===== src/rtl/minsoo_mitchell_encoder_k_if.sv =====
// Valid/ready operand and result channels of the Mitchell log encoder.
interface minsoo_mitchell_encoder_k_if #(
   parameter int N     = 8,
   parameter int LOG_N = 3,
   parameter int K     = 5
);
   logic                 in_valid;
   logic                 in_ready;
   logic [N-1:0]         x;
   logic                 out_valid;
   logic                 out_ready;
   logic [LOG_N+K-1:0]   log_out;
   logic                 zero;

   modport master (
      output in_valid, x, out_ready,
      input  in_ready, out_valid, log_out, zero
   );

   modport slave (
      input  in_valid, x, out_ready,
      output in_ready, out_valid, log_out, zero
   );
endinterface


===== src/rtl/minsoo_mitchell_encoder_k.sv =====
// Two-stage Mitchell log2 approximation: stage 1 finds the leading one,
// stage 2 forms {characteristic, truncated mantissa}. Valid/ready on both sides.
module minsoo_mitchell_encoder_k #(
   parameter int N     = 8,
   parameter int LOG_N = 3,
   parameter int K     = 5
) (
   input  logic                        clk,
   input  logic                        rst_n,
   minsoo_mitchell_encoder_k_if.slave  bus
);
   logic                 r_s1_valid;
   logic [N-1:0]         r_s1_x;
   logic [LOG_N-1:0]     r_s1_pos;
   logic                 r_s1_zero;
   logic                 r_out_valid;
   logic [LOG_N+K-1:0]   r_log_out;
   logic                 r_zero;

   logic                 w_s2_adv;
   logic                 w_in_ready;
   logic [LOG_N-1:0]     w_pos;
   logic                 w_zero;
   logic [K-1:0]         w_mant;

   assign w_s2_adv   = !r_out_valid || bus.out_ready;
   // rst_n is folded in so the upstream sees not-ready during a reset cycle
   assign w_in_ready = rst_n && (!r_s1_valid || w_s2_adv);
   assign w_zero     = (bus.x == '0);

   always_comb begin
      w_pos = '0;
      for (int i = 0; i < N; i++) begin
         if (bus.x[i]) begin
            w_pos = LOG_N'(i);
         end
      end
   end

   // Bits below the leading one, MSB-first; positions past bit 0 stay zero
   always_comb begin
      int b;
      w_mant = '0;
      b      = 0;
      for (int j = 0; j < K; j++) begin
         b = int'(r_s1_pos) - 1 - j;
         if (b >= 0) begin
            w_mant[K-1-j] = r_s1_x[b];
         end
      end
   end

   always_ff @(posedge clk) begin
      if (!rst_n) begin
         r_s1_valid  <= 1'b0;
         r_s1_x      <= '0;
         r_s1_pos    <= '0;
         r_s1_zero   <= 1'b0;
         r_out_valid <= 1'b0;
         r_log_out   <= '0;
         r_zero      <= 1'b0;
      end else begin
         if (w_in_ready) begin
            r_s1_valid <= bus.in_valid;
            if (bus.in_valid) begin
               r_s1_x    <= bus.x;
               r_s1_pos  <= w_pos;
               r_s1_zero <= w_zero;
            end
         end
         if (w_s2_adv) begin
            r_out_valid <= r_s1_valid;
            if (r_s1_valid) begin
               r_zero    <= r_s1_zero;
               r_log_out <= r_s1_zero ? '0 : {r_s1_pos, w_mant};
            end
         end
      end
   end

   assign bus.in_ready  = w_in_ready;
   assign bus.out_valid = r_out_valid;
   assign bus.log_out   = r_log_out;
   assign bus.zero      = r_zero;
endmodule


===== src/flat_wrapper.sv =====
// flat-port wrapper written by rule: the top's interface ports become plain ports
module minsoo_mitchell_encoder_k_flat 
#(
   parameter int N     = 8,
   parameter int LOG_N = 3,
   parameter int K     = 5
)
  (clk, rst_n, bus_in_valid, bus_x, bus_out_ready, bus_in_ready, bus_out_valid, bus_log_out, bus_zero);
  minsoo_mitchell_encoder_k_if #(.N(N), .LOG_N(LOG_N), .K(K)) bus_i ();
  input  logic clk;
  input  logic rst_n;
  input wire logic [$bits(bus_i.in_valid)-1:0] bus_in_valid;
  input wire logic [$bits(bus_i.x)-1:0] bus_x;
  input wire logic [$bits(bus_i.out_ready)-1:0] bus_out_ready;
  output wire logic [$bits(bus_i.in_ready)-1:0] bus_in_ready;
  output wire logic [$bits(bus_i.out_valid)-1:0] bus_out_valid;
  output wire logic [$bits(bus_i.log_out)-1:0] bus_log_out;
  output wire logic [$bits(bus_i.zero)-1:0] bus_zero;
  assign bus_i.in_valid = bus_in_valid;
  assign bus_i.x = bus_x;
  assign bus_i.out_ready = bus_out_ready;
  assign bus_in_ready = bus_i.in_ready;
  assign bus_out_valid = bus_i.out_valid;
  assign bus_log_out = bus_i.log_out;
  assign bus_zero = bus_i.zero;
  minsoo_mitchell_encoder_k #(.N(N), .LOG_N(LOG_N), .K(K)) u_core (.clk(clk), .rst_n(rst_n), .bus(bus_i));
endmodule

===== config.mk =====
export PLATFORM = sky130hd
export DESIGN_NAME = minsoo_mitchell_encoder_k_flat
export DESIGN_NICKNAME = d
export VERILOG_FILES = /design/src/rtl/minsoo_mitchell_encoder_k_if.sv /design/src/rtl/minsoo_mitchell_encoder_k.sv /design/src/flat_wrapper.sv
export SDC_FILE = /design/constraint.sdc
export NUM_CORES = 1
export LEC_CHECK = 0
export ABC_AREA = 1
export BUFFER_PORTS_ARGS = -buffer_cell sky130_fd_sc_hd__buf_2
export CAP_MARGIN = 20
export CORE_MARGIN = 3
export CORE_UTILIZATION = 45
export DETAILED_ROUTE_END_ITERATION = 10
export GPL_TIMING_DRIVEN = 0
export MAX_ROUTING_LAYER = met4
export PLACE_DENSITY = 0.67
export SYNTH_ARGS = -nofsm -noshare
export SYNTH_HDL_FRONTEND = slang
export SYNTH_SLANG_ARGS = --single-unit
export TNS_END_PERCENT = 1

===== constraint.sdc =====
create_clock -name clk -period 1.85 [get_ports clk]
set_clock_uncertainty 0.2 [all_clocks]
set_input_delay 0.185 -clock clk [delete_from_list [all_inputs] [get_ports clk]]
set_output_delay 0.185 -clock clk [all_outputs]
set_load 0.02 [all_outputs]

== After elaboration in Yosys (flattened, before gate mapping) ==
Index checks and enable logic that the tools add are counted.
Storage, ports and cells
  input port bits: 12
  logic and storage cells: 58
  register bits: 23
Cells by class
  reduce and logical (&&, ||, !) cells: 8
  order comparisons: 10
  add/sub/neg operators: 5
  multiplexer cells: 28
Operators by type and width (count)
  32-bit by 1-bit >= comparator with 1-bit output (second input constant): 5
  32-bit by 5-bit < comparator with 1-bit output (second input constant): 5
  32-bit by 3-bit subtractor with 32-bit output (second input constant): 2
  32-bit by 2-bit subtractor with 32-bit output (second input constant): 1
  32-bit by 4-bit subtractor with 32-bit output (second input constant): 1
  1-bit 2-to-1 mux: 16
  1-bit binary-select mux with 3-bit select: 5
  3-bit 2-to-1 mux: 4
  8-bit zero test: 1
  8-bit 2-to-1 mux: 1
  2-bit 2-to-1 mux: 2
  2-bit AND reduction: 2
  3-bit by 1-bit subtractor with 4-bit output (second input constant): 1
  1-bit zero test: 2
  1-bit logical OR: 2
  1-bit logical AND: 1

== Longest topological paths before layout ==
Gate-level depths: netlist (run 1).
  word-level depth: 7
  gate-level depth with buffers: 14
  depth with buffers taken out: 13

== Least setup slack after synthesis (run 1) ==
No wires, ideal clock.
  path type: register -> register
  start point: reg u_core.r_s1_pos[0]
  end point: reg u_core.r_log_out[1] (netlist: u_core.bus.log_out[1])
  path slack: -0.159 ns
  stages on the path, launching flop included: 14
  setup time: 0.071 ns
  arrival: 1.738 ns
  period minus slack after synthesis: 2.009 ns
  buffers on the path: 2
  cells stage by stage: dfxtp_1 > inv_2 > buf_2 > ha_1 > buf_2 > inv_2 > ha_1 > nand2_1 > nand2_1 > ha_1 > inv_1 > nor2_1 > nand3_1 > a21oi_1
Between the ends
  word-level cells in the longest chain between the ends: 7
RTL lines
  start: declaration: RTL line minsoo_mitchell_encoder_k.sv:14  | logic [LOG_N-1:0] r_s1_pos;
  start signal: assignment: RTL line minsoo_mitchell_encoder_k.sv:67  | r_s1_pos <= w_pos;
  3-bit by 1-bit subtractor with 4-bit output *: RTL line minsoo_mitchell_encoder_k.sv:46  | b = int'(r_s1_pos) - 1 - j;
  32-bit by 3-bit subtractor with 32-bit output *: RTL line minsoo_mitchell_encoder_k.sv:46
  branches (longest 3 deep; another with 32-bit by 1-bit >= comparator with 1-bit output)
  1-bit 2-to-1 mux *: RTL line minsoo_mitchell_encoder_k.sv:47  | if (b >= 0) begin
  8-bit 2-to-1 mux *: RTL line minsoo_mitchell_encoder_k.sv:75  | r_log_out <= r_s1_zero ? '0 : {r_s1_pos, w_mant};
  end signal: assignment: RTL line minsoo_mitchell_encoder_k.sv:75
  end: declaration: RTL line minsoo_mitchell_encoder_k.sv:17  | logic [LOG_N+K-1:0] r_log_out;
Mark *: on every way between the ends. The select of a mux whose other input is x is not followed.
A chain may end at the register's enable or synchronous reset.

== Final worst setup path (run 1) ==
Same ends and word-level chain as after synthesis.

==> impl_metrics.tcl, run 1 <==
set metrics [dict create \
    status "finished, violations left" \
    violations "negative hold slack, negative setup slack" \
    max_cap_violations 0 \
    final_cells 284 \
    grt_pass1_vias 1405 \
    setup_tns_ps -68.5 \
    viasPerCell 5.11 \
    final_cell_mix "61 x nand2_1, 24 x buf_2, 21 x nand3_1, 21 x dfxtp_1, 16 x inv_1" \
    setup.worst_path.start "u_core.r_s1_pos[0]$_SDFFE_PN0P_" \
    numPortBuffers 22 \
    grt_max_degree 14 \
    crit_chain "inv_2 > buf_6 > ha_4 > buf_6 > inv_6 > buf_4 > nand2_1 > nand2_2 > nand2_1 > nand3_1 > nand3_1 > a21oi_1" \
    holdPathStages 3 \
    gr-max-usage-layer "met2" \
    finalCritPeriodShare 1.02 \
    use_met1 0.227 \
    synthesis.nets 224 \
    antenna_left 0 \
    clock_power_share 0.183 \
    drive_gt1_frac 0.328 \
    grt_usage 0.206 \
    rsz0062_at_grt "yes" \
    wire_per_inst_um 12.3 \
    p_sw_frac 0.354 \
    first_pass_iters 4 \
    worstMarginPinSlew_ps 504 \
    hold_ws_ps -7.64 \
    synthesis.area_um2 1360 \
    core-area_um2 2830 \
    regToRegStartpoint "u_core.r_s1_pos[0]$_SDFFE_PN0P_" \
    cp_max_fo 5 \
    place.gp.congestion 0.964 \
    power.switching_uw 452 \
    wl_um 3490 \
    r2r_cells 12 \
    ir_worst_vdd_mv 0.374 \
    min_from "rst_n" \
    syn_inst 205 \
    dr_total_vias 1452 \
    clock_tree.root_cell "clkbuf_4" \
    cts_tree "done" \
    synthArstFlopShare 0 \
    dp_hpwl_um 2480 \
    synth.distinct_cells 26 \
    timing.fmax_ghz 0.530 \
    io_pins 23 \
    r2r-end "u_core.bus.log_out[1]$_SDFFE_PN0P_" \
    clk_latency_ps 310 \
    drtIter0Drc 64 \
    cp_data_required_time_ps 1840 \
    antenna_cells 0 \
    place_inst 258 \
    pre_cts_ws_ps -122 \
    yosysSeqAreaShare 0.338 \
    r2r_slack_ps -40 \
    use_met3 0.0314 \
    clockBufferDepth 2 \
    grt_pass1_wl_um 5610 \
    rows 19 \
    antenna_found_initial 0 \
    drc 0 \
    fin_ws_ps -35.1 \
    synth-seq-cells 23 \
    hold_violations 1 \
    die-area_um2 3730 \
    overflow 0 \
    htree_levels 1 \
    max_slew_margin 0.664 \
    initial_utilization 0.482 \
    leakage_uw 0.000866 \
    die_x_um 61.1 \
    p_int_uw 826 \
    areaGrowthSynthToFinish_pct 35.3 \
    critical_path_class "reg2reg" \
    crit_path_end_kind "flip-flop" \
    synth_ff_type "dfxtp_1" \
    dieHeight_um 61.1 \
    finish.net_count 273 \
    utilization 0.652 \
    met2_usage 0.372 \
    fillers 257 \
    critPathArrivalTime_ps 1880 \
    yosys_warnings 0 \
    slew_viol_final 0 \
    worst_hold_path.endpoint "u_core.r_s1_pos[2]$_SDFFE_PN0P_" \
    p_comb_frac 0.388 \
    hold_path.class "in2reg" \
    cts_made_buffers 3 \
    syn-mean-instance-area_um2 6.65 \
    setup_viol 2 \
    synth_edf_count 0 \
    layout_min_cycle_time_ps 1890 \
    clock_sinks 23 \
    p_per_area_nw_per_um2 693 \
    cts.reportedPaths.clkPinSlew_ps 130 \
    critical-path-slowest-cell "dfxtp_2" \
    critPathMaxStageDelay_ps 360 \
    mostFrequentLayoutCell "nand2_1" \
    p_seq_frac 0.429 \
    cp-start-kind "flip-flop" \
]
[final cells by class]
type,count,area [um^2],area share
multi-input cells,148,847,0.459
flip-flops and latches,23,463,0.251
repair buffers,44,312,0.169
inverters,27,106,0.0576
plain buffers,7,51.3,0.0278
well taps,31,38.8,0.0210
clock buffers,3,22.5,0.0122
clock inverters,1,5.00,0.00271
[flip-flops by register name (all words and copies together), names as in the netlist]
name and flops:
u_core.r_s1_pos 3, u_core.r_s1_x 8, u_core.bus.log_out 8, u_core.bus.out_valid 1
u_core.r_s1_valid 1, u_core.r_s1_zero 1, u_core.bus.zero 1
[synth_stat cells, drive strengths merged, types with 2 or more instances]
library cell | count | area share
nand3b | 2 | 0.011
o21ai | 12 | 0.044
inv | 27 | 0.074
buf | 5 | 0.023
nor2 | 14 | 0.061
a211oi | 2 | 0.015
dfxtp | 23 | 0.34
ha | 7 | 0.064
nand2 | 69 | 0.20
clkbuf | 2 | 0.0055
nand3 | 24 | 0.092
a21oi | 14 | 0.054
[worst max path at each step]
stage / endpoint / cells past startpoint
after floorplan: u_core.bus.log_out[1]$_SDFFE_PN0P_ / 13
after global placement: u_core.bus.log_out[1]$_SDFFE_PN0P_ / 13
after detailed placement: u_core.bus.log_out[1]$_SDFFE_PN0P_ / 13
after CTS: u_core.bus.log_out[1]$_SDFFE_PN0P_ / 13
after global routing: u_core.bus.log_out[1]$_SDFFE_PN0P_ / 13
final: u_core.bus.log_out[1]$_SDFFE_PN0P_ / 12
[layer usage]
| metal | share of wire | wire length (um) |
|---|---|---|
| met1 | 0.43 | 1510 |
| met2 | 0.51 | 1770 |
| met3 | 0.044 | 153 |
| met4 | 0.016 | 55 |
| met5 | 0 | 0 |
[critical path: cells and delay by family (launching register included)]
family                   cells  cell delay [ps]
AND/OR/NAND/NOR              5              430
flip-flops                   1              360
AO/OA/AOI/OAI                1               60
adder cells (fa/ha/maj)      1              260
buffers and inverters        5              430
[power groups by stage]
stage	combinational (uW)	sequential (uW)	clock, uW
2_1_floorplan	269	566	0
3_3_place_gp	355	558	0
4_1_cts	439	548	237
5_1_grt	549	552	261
3_5_place_dp	362	559	0
6_report	496	548	234
[timing repair]
action,CTS,global route
hold buffers,10,0
buffers inserted,10,2
resized for setup,9,15
pin swaps,9,11
endpoints found under the setup margin,3,5
endpoints found under the hold margin,13,0
[stage by stage]
stage | area [um^2] | total power, uW
floorplan | 1400 | 835
finish | 1850 | 1280
CTS | 1770 | 1220
detailed placement | 1540 | 920
global placement | 1540 | 913
global route | 1850 | 1360
[kinds of logic after synthesis]
logic type | share of synthesized area
AND/OR/NAND/NOR | 0.372
buffers and inverters | 0.103
adder cells (fa/ha/maj) | 0.0642
flip-flops | 0.338
AO/OA/AOI/OAI | 0.123
Power figures use the tool's default switching activity.
==> inputs of run 2 (changes only) <==
--- a/config.mk
+++ b/config.mk
@@ -8,7 +8,6 @@
 export ABC_AREA = 1
 export BUFFER_PORTS_ARGS = -buffer_cell sky130_fd_sc_hd__buf_2
 export CAP_MARGIN = 20
-export CORE_MARGIN = 3
 export CORE_UTILIZATION = 45
 export DETAILED_ROUTE_END_ITERATION = 10
 export GPL_TIMING_DRIVEN = 0
==> run 2 against run 1 <==
  * The flow finishes with violations (design-rule violations, negative hold slack)
  * Register-to-register slack improved by 100 ps
  * Critical path depth is 1 higher
  * Power increased by 0.53%
  * Fmax grew 5.7%
  * Die area fell by 13%
  * Global-route usage rose by 2.0 points
  * Via count is 0.69% higher
  * Combinational power rose by 2%
  * Wire length fell by 0.26%
  * Worst hold slack improved by 2.2 ps
  * Count of clock-buffer cells in the layout up 1
  * Largest power group unchanged
==> impl_metrics.tcl, run 2 (synthesized netlist as in run 1, its figures left out) <==
set metrics [dict create \
    critical-path-slowest-cell "dfxtp_2" \
    die_x_um 57.1 \
    holdPathStages 3 \
    wl_um 3480 \
    worst_hold_path.endpoint "u_core.r_s1_pos[2]$_SDFFE_PN0P_" \
    clock_sinks 23 \
    final_cells 288 \
    max_slew_margin 0.708 \
    grt_pass1_wl_um 5530 \
    ir_worst_vdd_mv 0.597 \
    setup_viol 0 \
    slew_viol_final 0 \
    timing.fmax_ghz 0.561 \
    dr_total_vias 1462 \
    r2r_cells 13 \
    rsz0062_at_grt "yes" \
    r2r_slack_ps 70 \
    finish.net_count 277 \
    place.gp.congestion 0.912 \
    layout_min_cycle_time_ps 1780 \
    cp_max_fo 4 \
    antenna_left 0 \
    cp-start-kind "flip-flop" \
    viasPerCell 5.08 \
    seq_area_um2 467 \
    core-area_um2 2810 \
    cts.reportedPaths.clkPinSlew_ps 120 \
    overflow 0 \
    clock_tree.root_cell "clkbuf_4" \
    cp_data_required_time_ps 1890 \
    drtIter0Drc 61 \
    r2r-end "u_core.bus.log_out[1]$_SDFFE_PN0P_" \
    hold_ws_ps -5.48 \
    initial_utilization 0.486 \
    drc 2 \
    dieHeight_um 57.1 \
    clk_latency_ps 300 \
    fillers 278 \
    clockBufferDepth 2 \
    drive_gt1_frac 0.346 \
    areaGrowthSynthToFinish_pct 36.7 \
    grt_max_degree 13 \
    finalCritPeriodShare 0.964 \
    antenna_found_initial 0 \
    final_cell_mix "60 x nand2_1, 24 x buf_2, 22 x nand3_1, 20 x dfxtp_1" \
    first_pass_iters 7 \
    status "finished, violations left" \
    hold_violations 1 \
    rows 19 \
    wire_per_inst_um 12.1 \
    mostFrequentLayoutCell "nand2_1" \
    grt_usage 0.226 \
    hold_path.class "in2reg" \
    cts_made_buffers 3 \
    max_cap_violations 0 \
    critPathMaxStageDelay_ps 380 \
    cts_tree "done" \
    grt_pass1_vias 1350 \
    crit_chain "inv_4 > ha_4 > inv_2 > nand2_2 > nand2_4 > ha_4 > nand2_2 > nand2_2 > ha_4 > inv_2 > nor2_2 > nand3_1 > a21oi_1" \
    place_inst 258 \
    die-area_um2 3250 \
    worstMarginPinSlew_ps 438 \
    p_per_area_nw_per_um2 689 \
    violations "design-rule violations, negative hold slack" \
    critical_path_class "reg2reg" \
    regToRegStartpoint "u_core.r_s1_pos[1]$_SDFFE_PN0P_" \
    min_from "rst_n" \
    multiInputGateArea_um2 836 \
    dp_hpwl_um 2440 \
    io_pins 23 \
    leakage_uw 0.000874 \
    antenna_cells 0 \
    critPathArrivalTime_ps 1830 \
    numPortBuffers 22 \
    crit_path_end_kind "flip-flop" \
    htree_levels 1 \
]
## run 2: worst max-delay path: cells and delay by family (launching register included)
family	cells	cell delay, ps
AOI/OAI and AO/OA	1	110
and+or+nand+nor	6	460
adders and majority gates	3	420
DFF	1	380
buffers and inverters	3	130
## run 2: cell type report
type,instances,area share
Multi-Input combinational cell,148,0.448
Sequential cell,23,0.250
Timing Repair Buffer,49,0.185
Inverter,27,0.0597
Buffer,6,0.0215
Tap cell,31,0.0208
Clock buffer,4,0.0141
## run 2: worst max path at each step
stage | startpoint | to | slack [ps] | cells past startpoint
finish | u_core.r_s1_pos[1]$_SDFFE_PN0P_ | u_core.bus.log_out[1]$_SDFFE_PN0P_ | 70 | 13
detailed placement | u_core.r_s1_pos[0]$_SDFFE_PN0P_ | u_core.bus.log_out[1]$_SDFFE_PN0P_ | -110 | 13
CTS | u_core.r_s1_pos[0]$_SDFFE_PN0P_ | u_core.bus.log_out[1]$_SDFFE_PN0P_ | -20 | 14
floorplan | u_core.r_s1_pos[0]$_SDFFE_PN0P_ | u_core.bus.log_out[1]$_SDFFE_PN0P_ | 7 | 13
global route | u_core.r_s1_pos[1]$_SDFFE_PN0P_ | u_core.bus.log_out[1]$_SDFFE_PN0P_ | -30 | 13
global placement | u_core.r_s1_pos[0]$_SDFFE_PN0P_ | u_core.bus.log_out[1]$_SDFFE_PN0P_ | -110 | 13
## run 2: per-layer routing
layer  share of wire  track usage  vias to the layer above
li1                -            -                      753
met1            0.44        0.257                      663
met2            0.51        0.397                       38
met3           0.038       0.0295                        8
met4           0.020       0.0941                        0
met5               0            -                        -
## run 2: power by group
part           total (uW)  internal [uW]  switching [uW]
clock                 229           84.0             145
sequential            550            525            25.0
combinational         506            228             277
## run 2: repair_timing
item	in CTS	in global routing
setup endpoints to repair	3	4
hold endpoints to repair	13	0
hold buffers	10	0
buffers inserted	12	5
gates cloned	0	0
pin swaps	6	11
resized for setup	7	20
## run 2: through the flow
| step | instance area, um^2 | setup slack [ps] | util | setup TNS (ps) | power [uW] |
|---|---|---|---|---|---|
| after floorplan | 1400 | 7.04 | - | 0 | 835 |
| after global placement | 1540 | -107 | 0.550 | -218 | 913 |
| after detailed placement | 1540 | -111 | 0.550 | -261 | 926 |
| after CTS | 1780 | -18.9 | 0.634 | -36.7 | 1230 |
| after global routing | 1860 | -28.9 | 0.665 | -61.5 | 1360 |
| final | 1860 | 67.3 | 0.665 | 0 | 1280 |
